**src/rtl/audio_sample_feeder.sv**
```systemverilog
// UART-fed audio sample FIFO with a fixed-rate pacer and a prime/run playback gate.
// Define AUDIO_SAMPLE_FEEDER_PARITY_EN for 8E1 frames; default build receives 8N1.
module audio_sample_feeder #(
  parameter int BAUD_DIV   = 250,
  parameter int SAMPLE_DIV = 5669,
  parameter int FIFO_AW    = 6
) (
  input  logic               i_clk,
  input  logic               i_rst_n,
  input  logic               i_rx,
  output logic [7:0]         o_sample,
  output logic               o_sample_stb,
  output logic [FIFO_AW:0]   o_level,
  output logic               o_underrun,
  output logic               o_overrun,
  output logic               o_frame_err
);

  localparam int DEPTH = 2 ** FIFO_AW;
  localparam int BW    = $clog2(BAUD_DIV);
  localparam int SW    = $clog2(SAMPLE_DIV);
  localparam int LW    = FIFO_AW + 1;

  localparam logic [BW-1:0] BIT_LAST  = BW'(BAUD_DIV - 1);
  localparam logic [BW-1:0] HALF_LAST = BW'(BAUD_DIV / 2 - 1);
  localparam logic [SW-1:0] TICK_LAST = SW'(SAMPLE_DIV - 1);
  localparam logic [LW-1:0] LVL_FULL  = LW'(DEPTH);
  localparam logic [LW-1:0] LVL_PRIME = LW'(DEPTH / 2);

  localparam logic [2:0] RX_IDLE   = 3'd0;
  localparam logic [2:0] RX_START  = 3'd1;
  localparam logic [2:0] RX_DATA   = 3'd2;
  localparam logic [2:0] RX_STOP   = 3'd4;
`ifdef AUDIO_SAMPLE_FEEDER_PARITY_EN
  localparam logic [2:0] RX_PARITY = 3'd3;
  localparam logic [2:0] RX_POST   = RX_PARITY;
`else
  localparam logic [2:0] RX_POST   = RX_STOP;
`endif

  localparam logic [0:0] PC_PRIME = 1'b0;
  localparam logic [0:0] PC_RUN   = 1'b1;

  logic            rx_meta, rx_sync, rx_prev;
  logic            rx_fall;
  logic [2:0]      rx_state;
  logic [BW-1:0]   baud_cnt;
  logic [2:0]      bit_idx;
  logic [7:0]      rx_shift;
  logic            push_req;
  logic            bit_last;
  logic            bit_smp;
  logic            stop_ok;

  logic [7:0]         mem [DEPTH];
  logic [FIFO_AW-1:0] wr_ptr, rd_ptr;
  logic [SW-1:0]      pace_cnt;
  logic [0:0]         pace_state;
  logic               tick, pop, push_ok;

  assign rx_fall  = rx_prev & ~rx_sync;
  assign bit_last = (baud_cnt == BIT_LAST);
  assign bit_smp  = (rx_state == RX_DATA) && bit_last;

`ifdef AUDIO_SAMPLE_FEEDER_PARITY_EN
  logic par_err;
  assign stop_ok = rx_sync & ~par_err;
`else
  assign stop_ok = rx_sync;
`endif

  // Line synchronizer; rx_prev gives the falling-edge reference.
  always_ff @(posedge i_clk or negedge i_rst_n) begin
    if (!i_rst_n) begin
      rx_meta <= 1'b1;
      rx_sync <= 1'b1;
      rx_prev <= 1'b1;
    end else begin
      rx_meta <= i_rx;
      rx_sync <= rx_meta;
      rx_prev <= rx_sync;
    end
  end

  always_ff @(posedge i_clk or negedge i_rst_n) begin
    if (!i_rst_n) begin
      rx_state    <= RX_IDLE;
      baud_cnt    <= '0;
      bit_idx     <= '0;
      push_req    <= 1'b0;
      o_frame_err <= 1'b0;
`ifdef AUDIO_SAMPLE_FEEDER_PARITY_EN
      par_err     <= 1'b0;
`endif
    end else begin
      push_req    <= 1'b0;
      o_frame_err <= 1'b0;
      case (rx_state)
        RX_IDLE: begin
          if (rx_fall) begin
            rx_state <= RX_START;
            baud_cnt <= '0;
          end
        end
        RX_START: begin
          if (baud_cnt == HALF_LAST) begin
            baud_cnt <= '0;
            bit_idx  <= '0;
            rx_state <= rx_sync ? RX_IDLE : RX_DATA;
          end else begin
            baud_cnt <= baud_cnt + BW'(1);
          end
        end
        RX_DATA: begin
          if (bit_last) begin
            baud_cnt <= '0;
            bit_idx  <= bit_idx + 3'd1;
            if (bit_idx == 3'd7) rx_state <= RX_POST;
          end else begin
            baud_cnt <= baud_cnt + BW'(1);
          end
        end
`ifdef AUDIO_SAMPLE_FEEDER_PARITY_EN
        RX_PARITY: begin
          if (bit_last) begin
            baud_cnt <= '0;
            par_err  <= ^{rx_shift, rx_sync};
            rx_state <= RX_STOP;
          end else begin
            baud_cnt <= baud_cnt + BW'(1);
          end
        end
`endif
        RX_STOP: begin
          // Byte is pushed the cycle after a good stop sample.
          if (bit_last) begin
            baud_cnt <= '0;
            rx_state <= RX_IDLE;
            if (stop_ok) push_req <= 1'b1;
            else         o_frame_err <= 1'b1;
          end else begin
            baud_cnt <= baud_cnt + BW'(1);
          end
        end
        default: rx_state <= RX_IDLE;
      endcase
    end
  end

  always_ff @(posedge i_clk) begin
    if (bit_smp) rx_shift <= {rx_sync, rx_shift[7:1]};
  end

  assign tick    = (pace_cnt == TICK_LAST);
  assign pop     = (pace_state == PC_RUN) && tick && (o_level != '0);
  assign push_ok = push_req && ((o_level != LVL_FULL) || pop);

  always_ff @(posedge i_clk) begin
    if (push_ok) mem[wr_ptr] <= rx_shift;
  end

  // FIFO pointers/occupancy and the prime/run pacer.
  always_ff @(posedge i_clk or negedge i_rst_n) begin
    if (!i_rst_n) begin
      wr_ptr       <= '0;
      rd_ptr       <= '0;
      o_level      <= '0;
      pace_cnt     <= '0;
      pace_state   <= PC_PRIME;
      o_sample     <= 8'h80;
      o_sample_stb <= 1'b0;
      o_underrun   <= 1'b0;
      o_overrun    <= 1'b0;
    end else begin
      o_sample_stb <= 1'b0;
      o_underrun   <= 1'b0;
      o_overrun    <= push_req && !push_ok;
      pace_cnt     <= tick ? '0 : pace_cnt + SW'(1);
      if (push_ok) wr_ptr <= wr_ptr + FIFO_AW'(1);
      if (pop)     rd_ptr <= rd_ptr + FIFO_AW'(1);
      case ({push_ok, pop})
        2'b10:   o_level <= o_level + LW'(1);
        2'b01:   o_level <= o_level - LW'(1);
        default: o_level <= o_level;
      endcase
      if (pace_state == PC_PRIME) begin
        if (o_level >= LVL_PRIME) pace_state <= PC_RUN;
      end else if (tick) begin
        if (pop) begin
          o_sample     <= mem[rd_ptr];
          o_sample_stb <= 1'b1;
        end else begin
          o_underrun <= 1'b1;
          o_sample   <= 8'h80;
          pace_state <= PC_PRIME;
        end
      end
    end
  end

endmodule

```
**config.mk**
```make
export PLATFORM = sky130hd
export DESIGN_NAME = audio_sample_feeder
export DESIGN_NICKNAME = d
export VERILOG_FILES = /design/src/rtl/audio_sample_feeder.sv
export SDC_FILE = /design/constraint.sdc
export NUM_CORES = 1
export LEC_CHECK = 0
export ABC_AREA = 1
export ABC_CLOCK_PERIOD_IN_PS = 3100
export BUFFER_PORTS_ARGS = -buffer_cell sky130_fd_sc_hd__buf_2
export CORE_AREA = 2 2 236 238
export CTS_CLUSTER_SIZE = 24
export DETAILED_ROUTE_END_ITERATION = 6
export DIE_AREA = 0 0 238 240
export SLEW_MARGIN = 15
export SYNTH_ARGS = -nofsm -noshare
export SYNTH_HDL_FRONTEND = slang
export SYNTH_SLANG_ARGS = --single-unit
```
**constraint.sdc**
```tcl
create_clock -name i_clk -period 3.1 [get_ports i_clk]
set_input_delay 0.31 -clock i_clk [delete_from_list [all_inputs] [get_ports i_clk]]
set_output_delay 0.31 -clock i_clk [all_outputs]
set_load 0.01 [all_outputs]
```
## Yosys cells after proc, flatten, opt, wreduce, memory -nomap -nowiden

Memory sizes are Yosys's and may differ from the RTL's.
Index checks and enable logic that the tools add are counted.
W data, S select, Z words.

| storage, ports and cells | value |
|---|---|
| register bits after elaboration | 71 |
| memory bits (writable) | 512 |
| input bits | 3 |
| output and inout bits | 19 |
| logic and storage cells | 95 |
| memories | 1 |

Memory list:

| memory | depth | bits a word | read ports | clocked after Yosys merged registers in | write ports | line | text |
|---|---|---|---|---|---|---|---|
| mem | 64 | 8 | 1 | 0 | 1 | 55 | `logic [7:0] mem [DEPTH];` |

| operators by class | value |
|---|---|
| add/subtract/negate cells | 7 |
| order comparisons | 1 |
| equal/unequal tests | 15 |
| muxes and demuxes | 34 |
| bitwise gates (word level) | 2 |
| reduce and logical (&&, ||, !) cells | 17 |

Operators by type and width:

| cell | count |
|---|---|
| $mux W8 | 4 |
| $pmux W8 S3 | 1 |
| $mux W3 | 7 |
| $mux W1 | 17 |
| $pmux W7 S2 | 1 |
| $add A13 B1 Y13 const B | 1 |
| $eq A13 B13 Y1 const B | 1 |
| $mux W13 | 1 |
| $add A6 B1 Y6 const B | 2 |
| $pmux W3 S4 | 1 |
| $add A8 B1 Y8 const B | 1 |
| $eq A8 B7 Y1 const B | 1 |
| $eq A8 B8 Y1 const B | 1 |
| $ne A2 B2 Y1 const B | 4 |
| $add A7 B1 Y7 const B | 1 |
| $ge A7 B6 Y1 const B | 1 |
| $ne A7 B7 Y1 const B | 1 |
| $reduce_bool A7 Y1 | 1 |
| $sub A7 B1 Y7 const B | 1 |
| $eq A3 B3 Y1 const B | 2 |
| $pmux W3 S2 | 1 |
| $logic_and A1 B1 Y1 | 5 |
| $reduce_and A5 Y1 | 1 |
| $reduce_and A2 Y1 | 2 |
| 16 further kinds | 17 |

## Depth between registers and ports, before layout

Gate-level depths: netlist (run 1).

| logic depth | value |
|---|---|
| depth in word-level cells | 7 |
| gate-level depth with buffers | 19 |
| depth with buffers taken out | 19 |

## Worst setup path after synthesis (run 1)

No wires, ideal clock.

| timing | value |
|---|---|
| path type | flip-flop to flip-flop |
| from | reg pace_cnt[0] |
| to | reg o_level[5] |
| setup time | 65 ps |
| arrival | 2602 ps |
| data required time | 3035 ps |
| path slack | 432 ps |
| cell stages (with the launch flop) | 18 |
| buffers on the path | 0 |
| period minus slack after synthesis | 2668 ps |
| cell sequence | dfrtp_1 > inv_1 > ha_1 > nand2_1 > nor3_1 > nand3_2 > nor2_2 > nand2_1 > nor2_1 > ha_1 > a21oi_1 > nand2_1 > nand2_1 > nand2_1 > a21oi_1 > xnor2_1 > nand2_1 > nand2_1 |

| on the way | value |
|---|---|
| word-level cells in the longest chain between the ends | 7 |

Ends and longest elaborated chain:

| element | line | text |
|---|---|---|
| start: declaration | 57 | `logic [SW-1:0] pace_cnt;` |
| start signal: assignment | 178 | `pace_cnt <= tick ? '0 : pace_cnt + SW'(1);` |
| $eq A13 B13 Y1 (*) | 154 | `assign tick = (pace_cnt == TICK_LAST);` |
| $logic_and A1 B1 Y1 (*) (2 in a row) | 155 | `assign pop = (pace_state == PC_RUN) && tick && (o_level != '0);` |
| $logic_or A1 B1 Y1 | 156 | `assign push_ok = push_req && ((o_level != LVL_FULL) \|\| pop);` |
| $logic_and A1 B1 Y1 | 156 |  |
| $eq A2 B1 Y1 or $eq A2 B2 Y1 (tied branches) | 181 | `case ({push_ok, pop})` |
| $pmux W7 S2 or $reduce_bool A2 Y1 (tied branches) | -- |  |
| end signal: assignment | 182 | `2'b10: o_level <= o_level + LW'(1);` |
| end signal: assignment | 183 | `2'b01: o_level <= o_level - LW'(1);` |
| end signal: assignment | 184 | `default: o_level <= o_level;` |
| end: declaration | 13 | `output logic [FIFO_AW:0] o_level,` |

Every way passes the cells marked *; elsewhere a longest branch is shown, timed or not.
A chain may end at the register's enable or synchronous reset.

## Worst setup path after layout (run 1)

Ends and elaborated chain as after synthesis.

==> reports/metrics.yaml, run 1 <==
p_sw_share_pct: 19.8
period_share_pct: 88.4
power_leakage_nw: 10.5
drv_cap: 0
io_buffers: 21
yosysSeqAreaShare_pct: 70.7
cp_slowest_cell: "dfrtp_1"
use_met2_pct: 35.4
drive_gt1_share_pct: 10.3
cts_tree: "built"
maxSlewHeadroom_pct: 38.1
p_switching_mw: 3.16
finalInstanceArea_sq_um: 27800
crit_top_cell: "nand2_1"
grt-ovfl-total: 0
syn_nets: 2205
worst_clock_skew_ns: 0.00939
synthTopCellsByCount: "edfxtp_1 (520), nand2_1 (501), nor2_1 (382)"
tightest_slew_ns: 0.929
status: "finished, final reports clean"
gr-usage-met1_pct: 29.9
ys_ff_latch: 583
min_path_type: "in -> async"
routed_via_density: 5.44
synth_top_area_share_pct: 64.2
grt_max_degree: 147
yosysTopAreaCell: "edfxtp_1"
gp_congestion: 0.925
post-route-min-period_ns: 2.74
netlist_area_sq_um: 24300
p_clk_share_pct: 44.7
grt_pass1_wl_um: 93900
synth.most_common_cell: "edfxtp_1"
grt.total_usage_pct: 21.8
crit_path_max_fanout: 7
grt_pass1_vias: 16200
antenna_cells: 0
synth_area_leaders: "edfxtp_1 (64%), nand2_1 (7.7%), dfrtp_1 (6.1%)"
routed_wl_um: 61700
nFillCells: 4807
post_cts_buffers: 0
numPlacedInstances: 2911
dp_hpwl_um: 37400
rsz0062_at_grt: "false"
nNetsFinal: 2287
vdd_drop_max_mv: 0.622
endpoint_kind: "flop"
seq_power_share_pct: 53.3
combPwrFrac_pct: 2.0
slowest_delay_ns: 0.39
initial_core_util_pct: 44.5
worstSetupStartpointType: "flop"
totalPowerFinal_mw: 16.0
io_pins: 22
synthToLayoutAreaGrowth_pct: 14.1
drt-initial-drc-count: 1635
intPower_mw: 12.8
crit_chain: "inv_1 > ha_1 > nand2_1 > nor3_2 > nand3_2 > nor2_2 > nand2_1 > nor2_1 > buf_4 > ha_1 > a21oi_1 > nand2_1 > nand2_1 > nand2_1 > a21oi_1 > xnor2_1 > nand2_1 > nand2_1"
drc: 0
yosys_warnings: 0
cts.path.max_buffers: 3
synth_edf_count: 520
drt_pass1_iterations: 6
ant_nets: 0
netlist_instances: 2187
criticalPathCategory: "reg -> reg"
die_w_um: 238
slew_viol_final: 0
fin_tns_setup_ns: 0
setup_slack_ns: 0.360
avgRoutedWirePerCell_um: 20.4
async_reset_ff_share_pct: 10.8
vias: 16500
p_per_area_nw_per_um2: 575
yosysUniqueCellTypes: 41
fmax_ghz: 0.365
cts.sinks: 583
path_buf_inv: 2
finalNonFillerCells: 3023
die_y_um: 240
clkSlewWorstSetupHoldPaths_ns: 0.06
fp.coreArea_sq_um: 54700
rows: 86
crit_family: "simple AND/OR/NAND/NOR gates"
post-place-ws_ns: 0.267
finalHoldViolations: 0
crit_arrival_ns: 3.28
synth_ff_type: "edfxtp_1"
htreeDepth: 2
root_buffer: "clkbuf_16"
critPathRequiredTime_ns: 3.64
dpl_cell_area_sq_um: 25800
grt_busiest_layer: "met2"
dieArea_sq_um: 57100
use_met3_pct: 3.64
antenna_found_initial: 0
clkLatencyLatePin_ns: 0.61
numCtsBuffers: 58
setup_viol: 0
syn_avg_cell_area_sq_um: 11.1
[what timing repair did]
| action | CTS | global route |
|---|---|---|
| endpoints found under the setup margin | 0 | 1 |
| gates resized for setup | 0 | 1 |
| hold endpoints to repair | 28 | 0 |
| hold buffers | 2 | 0 |
[sequential cells by signal, indices dropped and copies added (netlist names), 3 cells and up]
register / count
wr_ptr: 6
baud_cnt: 8
rx_state: 3
bit_idx: 3
o_level: 7
rd_ptr: 6
mem: 512
rx_shift: 8
o_sample: 8
pace_cnt: 13
[worst paths after layout]
check	startpoint	end	slack [ns]	cells after the start
worst max-delay path	pace_cnt[0]$_DFF_PN0_	o_level[5]$_DFFE_PN0P_	0.36	18
worst min-delay path	i_rst_n	pace_cnt[8]$_DFF_PN0_	0.28	2
worst max register to register	pace_cnt[0]$_DFF_PN0_	o_level[5]$_DFFE_PN0P_	0.36	18
worst min register to register	rx_meta$_DFF_PN1_	rx_sync$_DFF_PN1_	0.36	0
max in group asynchronous	i_rst_n	rx_prev$_DFF_PN1_	1.97	3
min in group i_clk	i_rx	rx_meta$_DFF_PN1_	0.35	2
[power groups by stage]
| stage | sequential, mW | clock, mW | combinational [mW] |
|---|---|---|---|
| after CTS | 8.51 | 7.26 | 0.327 |
| after global routing | 8.51 | 7.58 | 0.378 |
| after detailed placement | 8.68 | 0 | 0.324 |
| after global placement | 8.67 | 0 | 0.309 |
| after floorplan | 8.67 | 0 | 0.234 |
| final | 8.51 | 7.14 | 0.326 |
[metrics by stage]
stage | hold WS, ns | utilization (%)
after floorplan | 0.0144 | -
after global placement | 0.348 | 47.2
after detailed placement | 0.347 | 47.2
after CTS | 0.272 | 50.8
after global routing | 0.333 | 50.8
final | 0.282 | 50.8
[worst reg2reg max path, delay by kind of cell (launching register included)]
kind,cells,cell delay (ns)
and+or+nand+nor,11,1.17
adders and majority gates,2,0.45
DFF,1,0.39
AOI/OAI and AO/OA,2,0.29
buffers and inverters,2,0.24
xor gates and xnor gates,1,0.13
[routing by layer]
layer / vias up / share of wire, %
met5: - / 0
met4: 0 / 3.0
met3: 120 / 7.2
met2: 624 / 47
met1: 8036 / 43
li1: 7680 / -
[cell families (layout without fill, tap and decap cells)]
family	count (synthesis)	count (layout)	share of synthesized area, %
AOI/OAI and AO/OA	210	210	4.41
xor gates and xnor gates	16	16	0.576
adders and majority gates	15	15	0.802
buffers and inverters	190	322	3.31
DFF	583	583	70.7
and+or+nand+nor	1173	1173	20.2
[final cells by class]
cell class              instances  area (sq um)  share of cell area (%)
inverters                      85           327                    1.18
well taps                     704           881                    3.17
multi-input cells            1414          6330                    22.8
clock inverters                34           337                    1.21
flip-flops and latches        583         17200                    62.0
repair buffers                127          1070                    3.85
clock buffers                  76          1620                    5.84
[cell usage in the layout, fill, tap and decap left out, types with 41 or more instances in the layout]
cell type and n:
edfxtp_1 520, nand2_1 501, nor2_1 382, nand3_1 248
o21ai_0 159, buf_4 91, inv_1 77, clkbuf_16 61
dfrtp_1 57, a21oi_1 41
Note: power is estimated with default switching activity, not from simulation.
==> run 2, diff against run 1 <==
--- a/config.mk
+++ b/config.mk
@@ -12,6 +12,8 @@
 export CTS_CLUSTER_SIZE = 24
 export DETAILED_ROUTE_END_ITERATION = 6
 export DIE_AREA = 0 0 238 240
+export PLACE_DENSITY = 0.61
+export SKIP_LAST_GASP = 1
 export SLEW_MARGIN = 15
 export SYNTH_ARGS = -nofsm -noshare
 export SYNTH_HDL_FRONTEND = slang
==> run 2 against run 1 <==
  * Core utilization down 0.14 points
  * Via count shrank 0.92%
  * Critical endpoint is now mem[61][4]$_DFFE_PP_
  * Largest cell class unchanged
  * Largest power group unchanged
  * Sequential share of layout area up 0.17 points
==> reports/metrics.yaml, run 2 (synthesis results as in run 1) <==
crit_chain: "inv_1 > ha_1 > nand2_1 > nor3_2 > nand3_2 > nor2_2 > nor2_2 > nor2_8 > buf_4 > nand4_4 > nor2_1 > buf_4"
nNetsFinal: 2283  # -0.17%
final_common_cell: "edfxtp_1"
tightest_slew_ns: 0.958  # +0.0294 ns
finalHoldViolations: 0  # unchanged
intPower_mw: 12.9  # +0.50%
die_w_um: 238  # unchanged
min_path_type: "in -> async"
vdd_drop_max_mv: 0.449  # -28%
grt_max_degree: 140  # -4.8%
drive_gt1_share_pct: 10.1  # -0.18 points
seq_power_share_pct: 53.1  # -0.2 points
r2r_end: "mem[61][4]$_DFFE_PP_"
cp_slowest_cell: "dfrtp_1"
status: "finished, final reports clean"
cts.path.max_buffers: 3  # unchanged
drt-initial-drc-count: 1909  # +17%
cts_tree: "built"
grt.total_usage_pct: 21.8  # about the same
grt_pass1_wl_um: 94400  # +0.62%
grt_pass1_vias: 16100  # -0.48%
io_buffers: 21  # unchanged
period_share_pct: 87.2  # -1.2 points
drt_pass1_iterations: 6  # unchanged
combPwrFrac_pct: 2.0  # about the same
dp_hpwl_um: 36100  # -3.5%
fin_tns_setup_ns: 0  # unchanged
post-place-ws_ns: 0.294  # +0.0272 ns
worst_clock_skew_ns: 0.0147  # +0.00536 ns
io_pins: 22  # unchanged
post_cts_buffers: 0  # unchanged
slowest_delay_ns: 0.40  # about the same
clkLatencyLatePin_ns: 0.61  # about the same
cts.sinks: 583  # unchanged
criticalPathCategory: "reg -> reg"
p_clk_share_pct: 44.9  # +0.2 points
fp.coreArea_sq_um: 54700  # unchanged
routed_wl_um: 61300  # -0.52%
endpoint_kind: "flop"
avgRoutedWirePerCell_um: 20.3  # -0.26%
regMostFlops: "mem"
routed_via_density: 5.41  # -0.65%
clkSlewWorstSetupHoldPaths_ns: 0.06  # about the same
p_per_area_nw_per_um2: 579  # +0.54%
dieArea_sq_um: 57100  # unchanged
antenna_found_initial: 0  # unchanged
worstSetupStartpointType: "flop"
rows: 86  # unchanged
slew_viol_final: 0  # unchanged
drc: 0  # unchanged
critPathRequiredTime_ns: 3.42  # -0.22 ns
p_sw_share_pct: 19.6  # -0.18 points
root_buffer: "clkbuf_16"
numCtsBuffers: 58  # unchanged
setup_viol: 0  # unchanged
rsz0062_at_grt: "false"
htreeDepth: 2  # unchanged
drv_cap: 0  # unchanged
power_leakage_nw: 10.5  # -0.30%
multi_input_area_sq_um: 6330  # unchanged
rr_startpoint: "pace_cnt[0]$_DFF_PN0_"
ant_nets: 0  # unchanged
nFillCells: 4809  # +0.042%
crit_path_max_fanout: 12  # +5
r2r_setup_slack_ns: 0.40  # +0.04 ns
seq_area_sq_um: 17200  # unchanged
p_switching_mw: 3.14  # -0.67%
fmax_ghz: 0.370  # +1.3%
most-common-layout-cells: "edfxtp_1 (520), nand2_1 (501), nor2_1 (382)"
r2r_cells: 12  # -6
post-route-min-period_ns: 2.70  # -0.0361 ns
die_y_um: 240  # unchanged
vias: 16300  # -0.92%
top_regs: "mem (512), pace_cnt (13)"
largest_reg_flops: 512  # unchanged
synthToLayoutAreaGrowth_pct: 13.8
initial_core_util_pct: 44.5  # unchanged
crit_arrival_ns: 3.02  # -0.26 ns
gp_congestion: 0.924  # -0.11%
setup_slack_ns: 0.396  # +0.0361 ns
maxSlewHeadroom_pct: 36.1  # -2.0 points
grt-ovfl-total: 0  # unchanged
antenna_cells: 0  # unchanged
[run 2: power groups by stage]
stage | sequential (mW) | combinational, mW | clock, mW
after detailed placement | 8.68 | 0.319 | 0
after floorplan | 8.67 | 0.234 | 0
final | 8.51 | 0.319 | 7.19
after global placement | 8.67 | 0.309 | 0
after CTS | 8.51 | 0.321 | 7.33
after global routing | 8.51 | 0.372 | 7.60
[run 2: per-stage QoR]
step           power, mW  area [sq um]  hold WS, ns  util [%]  cells
6_report            16.0         27700        0.336      50.7   3015
5_1_grt             16.5         27700        0.334      50.7   3015
4_1_cts             16.2         27700        0.320      50.7   3015
3_5_place_dp        9.00         25700        0.351      47.0   2907
3_3_place_gp        8.98         25700        0.348      47.0   2907
2_1_floorplan       8.90         24300       0.0144         -   2187
[run 2: how the worst max path moves through the flow]
| stage | startpoint | endpoint | slack (ns) |
|---|---|---|---|
| 6_report | pace_cnt[0]$_DFF_PN0_ | mem[61][4]$_DFFE_PP_ | 0.40 |
| 5_1_grt | pace_cnt[0]$_DFF_PN0_ | o_level[6]$_DFFE_PN0P_ | 0.08 |
| 4_1_cts | pace_cnt[0]$_DFF_PN0_ | o_level[5]$_DFFE_PN0P_ | 0.26 |
| 3_5_place_dp | pace_cnt[0]$_DFF_PN0_ | o_level[5]$_DFFE_PN0P_ | 0.29 |
| 3_3_place_gp | pace_cnt[0]$_DFF_PN0_ | o_level[5]$_DFFE_PN0P_ | 0.36 |
| 2_1_floorplan | pace_cnt[0]$_DFF_PN0_ | o_level[5]$_DFFE_PN0P_ | 0.43 |
[run 2: layer usage]
layer / global-route usage, % / up-vias / part of all wire [%] / routed length (um)
met5: 0 / - / 0 / 0
met4: 6.78 / 0 / 2.6 / 1610
met3: 3.05 / 108 / 7.0 / 4270
met2: 35.1 / 591 / 46 / 28500
met1: 30.9 / 7940 / 44 / 27000
li1: - / 7670 / - / -
[run 2: what timing repair did]
action / CTS / global route
hold endpoints to repair: 36 / 0
setup endpoints to repair: 0 / 2
hold buffers: 2 / 0
resized for setup: 0 / 1
[run 2: cell type report]
cell class,instances,share of cell area [%]
Sequential cell,583,62.1
Multi-Input combinational cell,1414,22.9
Clock buffer,69,5.50
Timing Repair Buffer,123,3.61
Tap cell,704,3.18
Clock inverter,37,1.54
Inverter,85,1.18
[run 2: critical path, delay by kind of cell, from the launching register on]
kind,cells,cell delay [ns]
AND/OR/NAND/NOR,8,1.37
adder cells (fa/ha/maj),1,0.17
buffers and inverters,3,0.45
flip-flops,1,0.40
